**src/rtl/mux_fifo_mc_if.sv**
```systemverilog
// Handshake bundle for the multi-channel unit packer: per-channel source beats in, one packed word stream out.
// Pure wiring, no latency of its own.
// Backpressure travels as src_ready/dst_ready inside the bundle; fifo_cnt exposes buffer occupancy.
interface mux_fifo_mc_if #(
    parameter int DATA_WIDTH      = 32,
    parameter int DATA_UNIT       = 8,
    parameter int USER_INFO_WIDTH = 8,
    parameter int CHANNELS        = 4,
    parameter int DEPTH           = 8
);
    localparam int N   = DATA_WIDTH / DATA_UNIT;
    localparam int UW  = $clog2(N);
    localparam int CW  = $clog2(CHANNELS);
    localparam int FCW = $clog2(DEPTH + 1);

    logic [CHANNELS-1:0]                 src_valid;
    logic [CHANNELS-1:0]                 src_ready;
    logic [CHANNELS*DATA_WIDTH-1:0]      src_data;
    logic [CHANNELS*(UW+1)-1:0]          src_unit_num;
    logic [CHANNELS*UW-1:0]              src_offset;
    logic [CHANNELS-1:0]                 src_last;
    logic [CHANNELS*USER_INFO_WIDTH-1:0] src_user_info;

    logic                                dst_valid;
    logic                                dst_ready;
    logic [DATA_WIDTH-1:0]               dst_data;
    logic [N-1:0]                        dst_strb;
    logic [UW:0]                         dst_unit_num;
    logic                                dst_last;
    logic [CW-1:0]                       dst_chan;
    logic [USER_INFO_WIDTH-1:0]          dst_user_info;
    logic [FCW-1:0]                      fifo_cnt;

    // Packer side
    modport slave (
        input  src_valid, src_data, src_unit_num, src_offset, src_last, src_user_info,
        output src_ready,
        output dst_valid, dst_data, dst_strb, dst_unit_num, dst_last, dst_chan, dst_user_info,
        output fifo_cnt,
        input  dst_ready
    );

    // Producer/consumer side
    modport master (
        output src_valid, src_data, src_unit_num, src_offset, src_last, src_user_info,
        input  src_ready,
        input  dst_valid, dst_data, dst_strb, dst_unit_num, dst_last, dst_chan, dst_user_info,
        input  fifo_cnt,
        output dst_ready
    );
endinterface

```
**src/rtl/mux_fifo_mc.sv**
```systemverilog
// Round-robin packet arbiter + unit packer compacting partial beats into dense words, buffered in a DEPTH-entry FIFO.
// Latency: word written at an edge is visible on dst_* right after it; 1 arbitration bubble per packet.
// Backpressure: owner's src_ready drops while the FIFO is full (no bypass); dst_* hold while stalled. Optional: MUX_FIFO_MC_TIMEOUT_EN.
module mux_fifo_mc #(
    parameter int DATA_WIDTH      = 32,
    parameter int DATA_UNIT       = 8,
    parameter int USER_INFO_WIDTH = 8,
    parameter int CHANNELS        = 4,
    parameter int DEPTH           = 8,
    parameter int TIMEOUT_CYCLES  = 64
) (
    input  logic           clk,
    input  logic           rst_n,
    input  logic           flush,
    mux_fifo_mc_if.slave   bus
);
    localparam int N   = DATA_WIDTH / DATA_UNIT;
    localparam int UW  = $clog2(N);
    localparam int CW  = $clog2(CHANNELS);
    localparam int FCW = $clog2(DEPTH + 1);
    localparam int AW  = $clog2(DEPTH);

    localparam logic [UW:0]    N_L     = (UW+1)'(N);
    localparam logic [FCW-1:0] DEPTH_L = FCW'(DEPTH);

    if (CHANNELS < 2 || DEPTH < 2 || (DEPTH & (DEPTH - 1)) != 0 || TIMEOUT_CYCLES < 1) begin : g_param_chk
        $error("mux_fifo_mc: unsupported parameter set");
    end

    typedef enum logic [1:0] {ST_IDLE, ST_LOCK, ST_DRAIN} state_t;

    typedef struct packed {
        logic [DATA_WIDTH-1:0]      data;
        logic [N-1:0]               strb;
        logic [UW:0]                num;
        logic                       last;
        logic [CW-1:0]              chan;
        logic [USER_INFO_WIDTH-1:0] user;
    } entry_t;

    // Strobe with the low n bits set
    function automatic logic [N-1:0] strb_mask(input logic [UW:0] n);
        logic [N-1:0] m;
        m = '0;
        for (int k = 0; k < N; k++) begin
            if (k < int'(n)) m[k] = 1'b1;
        end
        return m;
    endfunction

    // Data mask covering the low n units
    function automatic logic [DATA_WIDTH-1:0] unit_mask(input logic [UW:0] n);
        logic [DATA_WIDTH-1:0] m;
        m = '0;
        for (int k = 0; k < N; k++) begin
            if (k < int'(n)) m[k*DATA_UNIT +: DATA_UNIT] = '1;
        end
        return m;
    endfunction

    // ------------------------------------------------------------------
    // State
    // ------------------------------------------------------------------
    state_t                     r_state;
    logic [CW-1:0]              r_owner;
    logic [CW-1:0]              r_rr_ptr;
    logic [UW-1:0]              r_fill;
    logic [DATA_WIDTH-1:0]      r_res;       // residual units, bits above r_fill kept at zero
    logic [USER_INFO_WIDTH-1:0] r_user;
    logic                       r_first_beat;

    entry_t                     r_mem [DEPTH];
    logic [AW-1:0]              r_wr_ptr;
    logic [AW-1:0]              r_rd_ptr;
    logic [FCW-1:0]             r_cnt;

    // ------------------------------------------------------------------
    // Owner beat decode and packing datapath
    // ------------------------------------------------------------------
    logic                       w_full;
    logic                       w_empty;
    logic                       w_rd;
    logic                       w_o_valid;
    logic [DATA_WIDTH-1:0]      w_o_data;
    logic [UW:0]                w_o_num;
    logic [UW-1:0]              w_o_off;
    logic                       w_o_last;
    logic [USER_INFO_WIDTH-1:0] w_o_user;
    logic                       w_accept;
    logic [UW:0]                w_avail;
    logic [UW:0]                w_eff;
    logic [DATA_WIDTH-1:0]      w_src_sh;
    logic [2*DATA_WIDTH-1:0]    w_cat;
    logic [UW:0]                w_sum;
    logic                       w_wfull;
    logic [UW:0]                w_rem;
    logic                       w_to_fire;

    assign w_full    = (r_cnt == DEPTH_L);
    assign w_empty   = (r_cnt == '0);
    assign w_rd      = !w_empty && bus.dst_ready;

    assign w_o_valid = bus.src_valid[r_owner];
    assign w_o_data  = bus.src_data[r_owner*DATA_WIDTH +: DATA_WIDTH];
    assign w_o_num   = bus.src_unit_num[r_owner*(UW+1) +: (UW+1)];
    assign w_o_off   = bus.src_offset[r_owner*UW +: UW];
    assign w_o_last  = bus.src_last[r_owner];
    assign w_o_user  = bus.src_user_info[r_owner*USER_INFO_WIDTH +: USER_INFO_WIDTH];

    assign w_accept  = (r_state == ST_LOCK) && w_o_valid && !w_full;

    // Units past the top of the beat are dropped rather than wrapped
    assign w_avail   = N_L - {1'b0, w_o_off};
    assign w_eff     = (w_o_num > w_avail) ? w_avail : w_o_num;
    assign w_src_sh  = (w_o_data >> (int'(w_o_off) * DATA_UNIT)) & unit_mask(w_eff);
    assign w_cat     = {{DATA_WIDTH{1'b0}}, r_res}
                     | ({{DATA_WIDTH{1'b0}}, w_src_sh} << (int'(r_fill) * DATA_UNIT));
    assign w_sum     = {1'b0, r_fill} + w_eff;
    assign w_wfull   = (w_sum >= N_L);
    assign w_rem     = w_wfull ? (w_sum - N_L) : w_sum;

    // Only the owner may see ready, and only while it holds the lock and there is room
    logic [CHANNELS-1:0] w_src_ready;
    always_comb begin
        w_src_ready = '0;
        if (r_state == ST_LOCK && !w_full) w_src_ready[r_owner] = 1'b1;
    end
    assign bus.src_ready = w_src_ready;

    // Round-robin pick: first valid channel after the previous owner
    logic [CW-1:0] w_pick;
    logic          w_pick_found;
    always_comb begin
        w_pick       = r_rr_ptr;
        w_pick_found = 1'b0;
        for (int i = 1; i <= CHANNELS; i++) begin
            if (!w_pick_found && bus.src_valid[(int'(r_rr_ptr) + i) % CHANNELS]) begin
                w_pick       = CW'((int'(r_rr_ptr) + i) % CHANNELS);
                w_pick_found = 1'b1;
            end
        end
    end

`ifdef MUX_FIFO_MC_TIMEOUT_EN
    localparam int TW = $clog2(TIMEOUT_CYCLES + 1);
    localparam logic [TW-1:0] TO_LIM = TW'(TIMEOUT_CYCLES - 1);
    logic [TW-1:0] r_to_cnt;
    logic          w_to_idle;

    assign w_to_idle = (r_state == ST_LOCK) && !w_accept && (r_fill != '0);
    assign w_to_fire = w_to_idle && (r_to_cnt == TO_LIM) && !w_full;

    // Count consecutive stalled cycles while a residual is parked
    always_ff @(posedge clk or negedge rst_n) begin
        if (!rst_n) begin
            r_to_cnt <= '0;
        end else if (flush || !w_to_idle || w_to_fire) begin
            r_to_cnt <= '0;
        end else if (r_to_cnt != TO_LIM) begin
            r_to_cnt <= r_to_cnt + 1'b1;
        end
    end
`else
    assign w_to_fire = 1'b0;
`endif

    // FIFO write selection: full word, end-of-packet partial, drain partial, or stall flush
    logic   w_wr_en;
    entry_t w_wr_ent;
    always_comb begin
        w_wr_en       = 1'b0;
        w_wr_ent      = '0;
        w_wr_ent.chan = r_owner;
        w_wr_ent.user = r_first_beat ? w_o_user : r_user;
        if (w_accept) begin
            if (w_wfull) begin
                w_wr_en       = 1'b1;
                w_wr_ent.data = w_cat[DATA_WIDTH-1:0];
                w_wr_ent.strb = '1;
                w_wr_ent.num  = N_L;
                w_wr_ent.last = w_o_last && (w_rem == '0);
            end else if (w_o_last) begin
                // Covers the empty packet too: rem 0 gives a zero-strobe word
                w_wr_en       = 1'b1;
                w_wr_ent.data = w_cat[DATA_WIDTH-1:0];
                w_wr_ent.strb = strb_mask(w_rem);
                w_wr_ent.num  = w_rem;
                w_wr_ent.last = 1'b1;
            end
        end else if (r_state == ST_DRAIN && !w_full) begin
            w_wr_en       = 1'b1;
            w_wr_ent.data = r_res;
            w_wr_ent.strb = strb_mask({1'b0, r_fill});
            w_wr_ent.num  = {1'b0, r_fill};
            w_wr_ent.last = 1'b1;
            w_wr_ent.user = r_user;
        end else if (w_to_fire) begin
            w_wr_en       = 1'b1;
            w_wr_ent.data = r_res;
            w_wr_ent.strb = strb_mask({1'b0, r_fill});
            w_wr_ent.num  = {1'b0, r_fill};
            w_wr_ent.last = 1'b0;
            w_wr_ent.user = r_user;
        end
    end

    // Arbitration / packing FSM with residual and sideband registers
    always_ff @(posedge clk or negedge rst_n) begin
        if (!rst_n) begin
            r_state      <= ST_IDLE;
            r_owner      <= '0;
            r_rr_ptr     <= '0;
            r_fill       <= '0;
            r_res        <= '0;
            r_user       <= '0;
            r_first_beat <= 1'b0;
        end else if (flush) begin
            r_state      <= ST_IDLE;
            r_owner      <= '0;
            r_rr_ptr     <= '0;
            r_fill       <= '0;
            r_res        <= '0;
            r_user       <= '0;
            r_first_beat <= 1'b0;
        end else begin
            case (r_state)
                ST_IDLE: begin
                    if (w_pick_found) begin
                        r_owner      <= w_pick;
                        r_first_beat <= 1'b1;
                        r_state      <= ST_LOCK;
                    end
                end
                ST_LOCK: begin
                    if (w_accept) begin
                        r_first_beat <= 1'b0;
                        if (r_first_beat) r_user <= w_o_user;
                        r_fill <= w_rem[UW-1:0];
                        r_res  <= w_wfull ? w_cat[2*DATA_WIDTH-1:DATA_WIDTH] : w_cat[DATA_WIDTH-1:0];
                        if (w_o_last) begin
                            if (w_wfull && w_rem != '0) begin
                                r_state <= ST_DRAIN;
                            end else begin
                                r_fill   <= '0;
                                r_res    <= '0;
                                r_rr_ptr <= r_owner;
                                r_state  <= ST_IDLE;
                            end
                        end
                    end else if (w_to_fire) begin
                        r_fill <= '0;
                        r_res  <= '0;
                    end
                end
                ST_DRAIN: begin
                    if (!w_full) begin
                        r_fill   <= '0;
                        r_res    <= '0;
                        r_rr_ptr <= r_owner;
                        r_state  <= ST_IDLE;
                    end
                end
                default: r_state <= ST_IDLE;
            endcase
        end
    end

    // Output FIFO: one write and one read per cycle, storage read directly as the registered output
    always_ff @(posedge clk or negedge rst_n) begin
        if (!rst_n) begin
            r_wr_ptr <= '0;
            r_rd_ptr <= '0;
            r_cnt    <= '0;
            for (int i = 0; i < DEPTH; i++) r_mem[i] <= '0;
        end else if (flush) begin
            r_wr_ptr <= '0;
            r_rd_ptr <= '0;
            r_cnt    <= '0;
            for (int i = 0; i < DEPTH; i++) r_mem[i] <= '0;
        end else begin
            if (w_wr_en) begin
                r_mem[r_wr_ptr] <= w_wr_ent;
                r_wr_ptr        <= r_wr_ptr + 1'b1;
            end
            if (w_rd) r_rd_ptr <= r_rd_ptr + 1'b1;
            case ({w_wr_en, w_rd})
                2'b10:   r_cnt <= r_cnt + 1'b1;
                2'b01:   r_cnt <= r_cnt - 1'b1;
                default: r_cnt <= r_cnt;
            endcase
        end
    end

    entry_t w_head;
    assign w_head            = r_mem[r_rd_ptr];
    assign bus.dst_valid     = !w_empty;
    assign bus.dst_data      = w_head.data;
    assign bus.dst_strb      = w_head.strb;
    assign bus.dst_unit_num  = w_head.num;
    assign bus.dst_last      = w_head.last;
    assign bus.dst_chan      = w_head.chan;
    assign bus.dst_user_info = w_head.user;
    assign bus.fifo_cnt      = r_cnt;
endmodule

```
**src/flat_wrapper.sv**
```systemverilog
// flat-port wrapper written by rule: the top's interface ports become plain ports
module mux_fifo_mc_flat 
#(
    parameter int DATA_WIDTH      = 32,
    parameter int DATA_UNIT       = 8,
    parameter int USER_INFO_WIDTH = 8,
    parameter int CHANNELS        = 4,
    parameter int DEPTH           = 8,
    parameter int TIMEOUT_CYCLES  = 64
)
  (clk, rst_n, flush, bus_src_valid, bus_src_data, bus_src_unit_num, bus_src_offset, bus_src_last, bus_src_user_info, bus_src_ready, bus_dst_valid, bus_dst_data, bus_dst_strb, bus_dst_unit_num, bus_dst_last, bus_dst_chan, bus_dst_user_info, bus_fifo_cnt, bus_dst_ready);
  mux_fifo_mc_if #(.DATA_WIDTH(DATA_WIDTH), .DATA_UNIT(DATA_UNIT), .USER_INFO_WIDTH(USER_INFO_WIDTH), .CHANNELS(CHANNELS), .DEPTH(DEPTH)) bus_i ();
  input  logic clk;
  input  logic rst_n;
  input  logic flush;
  input wire logic [$bits(bus_i.src_valid)-1:0] bus_src_valid;
  input wire logic [$bits(bus_i.src_data)-1:0] bus_src_data;
  input wire logic [$bits(bus_i.src_unit_num)-1:0] bus_src_unit_num;
  input wire logic [$bits(bus_i.src_offset)-1:0] bus_src_offset;
  input wire logic [$bits(bus_i.src_last)-1:0] bus_src_last;
  input wire logic [$bits(bus_i.src_user_info)-1:0] bus_src_user_info;
  output wire logic [$bits(bus_i.src_ready)-1:0] bus_src_ready;
  output wire logic [$bits(bus_i.dst_valid)-1:0] bus_dst_valid;
  output wire logic [$bits(bus_i.dst_data)-1:0] bus_dst_data;
  output wire logic [$bits(bus_i.dst_strb)-1:0] bus_dst_strb;
  output wire logic [$bits(bus_i.dst_unit_num)-1:0] bus_dst_unit_num;
  output wire logic [$bits(bus_i.dst_last)-1:0] bus_dst_last;
  output wire logic [$bits(bus_i.dst_chan)-1:0] bus_dst_chan;
  output wire logic [$bits(bus_i.dst_user_info)-1:0] bus_dst_user_info;
  output wire logic [$bits(bus_i.fifo_cnt)-1:0] bus_fifo_cnt;
  input wire logic [$bits(bus_i.dst_ready)-1:0] bus_dst_ready;
  assign bus_i.src_valid = bus_src_valid;
  assign bus_i.src_data = bus_src_data;
  assign bus_i.src_unit_num = bus_src_unit_num;
  assign bus_i.src_offset = bus_src_offset;
  assign bus_i.src_last = bus_src_last;
  assign bus_i.src_user_info = bus_src_user_info;
  assign bus_src_ready = bus_i.src_ready;
  assign bus_dst_valid = bus_i.dst_valid;
  assign bus_dst_data = bus_i.dst_data;
  assign bus_dst_strb = bus_i.dst_strb;
  assign bus_dst_unit_num = bus_i.dst_unit_num;
  assign bus_dst_last = bus_i.dst_last;
  assign bus_dst_chan = bus_i.dst_chan;
  assign bus_dst_user_info = bus_i.dst_user_info;
  assign bus_fifo_cnt = bus_i.fifo_cnt;
  assign bus_i.dst_ready = bus_dst_ready;
  mux_fifo_mc #(.DATA_WIDTH(DATA_WIDTH), .DATA_UNIT(DATA_UNIT), .USER_INFO_WIDTH(USER_INFO_WIDTH), .CHANNELS(CHANNELS), .DEPTH(DEPTH), .TIMEOUT_CYCLES(TIMEOUT_CYCLES)) u_core (.clk(clk), .rst_n(rst_n), .flush(flush), .bus(bus_i));
endmodule
```
**config.mk**
```make
export PLATFORM = sky130hd
export DESIGN_NAME = mux_fifo_mc_flat
export DESIGN_NICKNAME = d
export VERILOG_FILES = /design/src/rtl/mux_fifo_mc_if.sv /design/src/rtl/mux_fifo_mc.sv /design/src/flat_wrapper.sv
export SDC_FILE = /design/constraint.sdc
export NUM_CORES = 1
export LEC_CHECK = 0
export BUFFER_PORTS_ARGS = -buffer_cell sky130_fd_sc_hd__buf_2
export CORE_MARGIN = 3
export CORE_UTILIZATION = 45
export CTS_CLUSTER_SIZE = 12
export DETAILED_ROUTE_END_ITERATION = 8
export GPL_TIMING_DRIVEN = 0
export SLEW_MARGIN = 20
export SYNTH_ARGS = -nofsm -noshare
export SYNTH_HDL_FRONTEND = slang
export SYNTH_SLANG_ARGS = --single-unit
```
**constraint.sdc**
```tcl
create_clock -name clk -period 7.2 [get_ports clk]
set_clock_uncertainty 0.1 [all_clocks]
set_input_delay 0 -clock clk [delete_from_list [all_inputs] [get_ports clk]]
set_output_delay 0 -clock clk [all_outputs]
set_load 0.02 [all_outputs]
```
==> metrics.txt <==
Clock power frac 0.350; Setup violations, final 0; Gate Count Post-Synth 2108; All-Layer GR Usage 0.315; Worst path max stage delay 530 ps; Sw Share 0.355; Worst-path clk slew 60 ps; Ys Warns 0; pwr/cell area 271 nW/µm²; crit path max fanout 10; First DRT Iteration DRCs 2212; sequential cell area 11300 µm²; most frequent cells in the layout dfrtp_1 (451), buf_2 (298), nor2_1 (259), nand2_1 (167), mux4_2 (143); nature of the critical path startpoint flop; Sequential Power Share 0.341; highest clock rate 145 MHz; Final GP Congestion 1.04; Rows 84; die area 56500 µm²; crit-path most repeated cell buf_4; Synthesized Nets 2310; Multi-input gate area 12000 µm²; First-pass DRT Iterations 5; Worst IR Drop VDD 0.175 mV; static leakage 12.1 nW; worst slew pin tran 1120 ps; cell area after synthesis 24200 µm²; Distinct cells, synth 84; Final WS setup 297 ps; grt ovf 0; Num CTS Buffers 50; Avg Cell Area, Syn 11.5 µm²; number of max-cap violations 0; Synth Flop Type dfrtp_1; FILL cells 4687; Layout area overhead 18.8%; IO Pins 251; Pins Over Slew Limit 0; CTS max path bufs 3; Routed WL per cell 28.0 µm; R2R Setup Slk 300 ps; Fin Setup TNS 0 ps; Via-to-Cell Ratio 6.46; Buffers on Ports 249; chip height 238 µm; core area 52900 µm²; number of synthesized flops with an enable pin 0; Fin Hold WS 15.2 ps; most common cell after layout, fill and taps aside dfrtp_1; Switch Pwr 0.00276 W; CP max-delay cell mux4_2; Sink Count 451; post-synthesis async set-or-reset flop share 1.00; Clk Latency, worst-skew pair 600 ps; share of the core filled with cells 0.543; required time of the critical path 7600 ps; Crit. End Element flop; largest net degree at the start of global routing 99; hpwl dp 64700 µm; Final Critical Period 6900 ps; # DRC 0; Worst EP arrival 7300 ps; fraction of final layout cells with drive strength greater than 1 0.276; synth top area cells dfrtp_1 (47%), mux4_2 (13%), a211oi_1 (4.2%); TritonCTS clock tree yes; worst rel slew slack 0.252; root buf cell clkbuf_16; wire length of the first global-routing pass 134000 µm; Final Net Count 2664; Synth top area share 0.467; post-route clock period utilization 0.959; WL final 89500 µm; antenna viol nets, final 0; number of synthesized register bits 451; status completed; vias 20600; final hold vios 0; vias in the first global route 20700; Seq/Total Area, Yosys 0.467; CP Cell Sequence buf_4 > mux4_2 > buf_4 > buf_2 > inv_1 > ha_1 > inv_1 > ha_1 > a21oi_4 > a21boi_1 > o21ai_0 > clkbuf_4 > ha_1 > inv_1 > fa_1 > nand4b_1 > and3_1 > buf_4 > o21ai_4 > nand2_1 > a41oi_2 > buf_2 > buf_4 > o2bb2ai_1; critical setup path kind flop to flop; Initial Util 0.457; # H-tree levels 2; Hold Crit Class input port to flop; initial antenna violation count 1; Combinational Power Share 0.310; Die Width 238 µm; P_int 0.00502 W; Yosys top cell by area dfrtp_1; pre-CTS setup slack -288 ps
==> through the flow <==
step	total power, W	area (µm²)	cells
2_1_floorplan	0.00416	24200	2108
4_1_cts	0.00774	28600	3186
3_3_place_gp	0.00495	26300	3045
5_1_grt	0.00807	28700	3191
3_5_place_dp	0.00499	26400	3050
6_report	0.00779	28700	3191
==> state kept, by name (all words and copies together) (netlist names) <==
name,count
u_core.r_user,8
u_core.r_rr_ptr,2
u_core.r_owner,2
u_core.r_res,32
u_core.r_mem,392
u_core.r_rd_ptr,3
u_core.r_wr_ptr,3
u_core.r_fill,2
u_core.r_first_beat,1
u_core.bus.fifo_cnt,4
u_core.r_state,2
==> metal layers <==
layer,wire [µm],part of all wire,track usage,vias to the layer above
li1,-,-,-,8798
met1,36300,0.41,0.423,10600
met2,42300,0.47,0.510,1055
met3,7370,0.082,0.0662,147
met4,3460,0.039,0.115,0
met5,0,0,0,-
==> synth_stat cells, types with 4 or more instances <==
cell type,instances
dfrtp_1,451
nor2_1,259
nand2_1,167
mux4_2,143
a211oi_1,136
o2bb2ai_1,116
clkbuf_1,111
a21oi_1,94
mux2_2,74
a22o_1,69
buf_2,50
o21ai_0,47
a221o_1,32
mux2i_1,31
nor3_1,27
nand3_1,19
o211ai_1,19
and2_1,16
buf_1,14
nor2b_1,14
buf_4,13
inv_1,13
nand2b_1,11
a32oi_1,10
o22ai_1,10
a41oi_1,9
ha_1,9
a21o_1,8
and3_1,8
o31a_1,8
a2bb2oi_2,7
a31oi_1,6
o2111ai_1,6
o21bai_1,6
a22oi_1,5
buf_6,5
o221a_2,5
o221ai_1,5
a2bb2oi_1,4
o21ai_1,4
==> cell type report <==
| type | count | area share |
|---|---|---|
| multi-input combinational | 1449 | 0.418 |
| inverter | 15 | 0.00196 |
| buffer | 193 | 0.0310 |
| timing repair buffer | 302 | 0.0648 |
| sequential | 451 | 0.393 |
| antenna | 1 | 0.0000872 |
| clock inverter | 15 | 0.00619 |
| tap | 688 | 0.0300 |
| clock buffer | 77 | 0.0542 |
==> worst max-delay path: cells and delay by family (launching register included) <==
kind / cells / cell delay [ps]
buf+inv: 10 / 2130
compound gates: 6 / 1670
flops: 1 / 340
fa+ha+maj: 4 / 1310
simple gates: 3 / 710
mux: 1 / 530
==> power by group through the flow <==
stage	logic (W)	clock network (W)	registers [W]
detailed placement	0.00229	0	0.00270
CTS	0.00235	0.00274	0.00265
global route	0.00255	0.00286	0.00266
global placement	0.00226	0	0.00269
finish	0.00241	0.00272	0.00265
floorplan	0.00148	0	0.00269
==> cell families (layout without fill, tap and decap cells) <==
kind of cell / count (synthesis) / after routing / synth area share
XOR/XNOR: 6 / 6 / 0.00218
AND/OR/NAND/NOR: 545 / 545 / 0.0974
flip-flops: 451 / 451 / 0.467
AO/OA/AOI/OAI: 640 / 640 / 0.209
multiplexers: 248 / 248 / 0.181
buffers and inverters: 208 / 602 / 0.0385
adder cells (fa/ha/maj): 10 / 10 / 0.00549
other: 0 / 1 / 0
==> worst paths after layout <==
path                                            start           endpoint  cells after the start
worst max-delay path                u_core.r_owner[0]   u_core.r_mem[66]                     24
worst min-delay path            bus_src_user_info[17]   u_core.r_user[1]                      5
worst max register to register      u_core.r_owner[0]   u_core.r_mem[66]                     24
worst min register to register       u_core.r_mem[78]   u_core.r_mem[78]                      1
max in group asynchronous                       rst_n  u_core.r_owner[0]                      5
min in group asynchronous                       rst_n  u_core.r_mem[388]                      4
==> timing repair <==
item | 4_1_cts | 5_1_grt
buffers inserted | 4 | 3
endpoints found under the setup margin | 127 | 333
pin swaps | 3 | 2
resized for setup | 5 | 22
hold buffers | 40 | 0
endpoints found under the hold margin | 373 | 0
(Power assumes the default switching activity.)
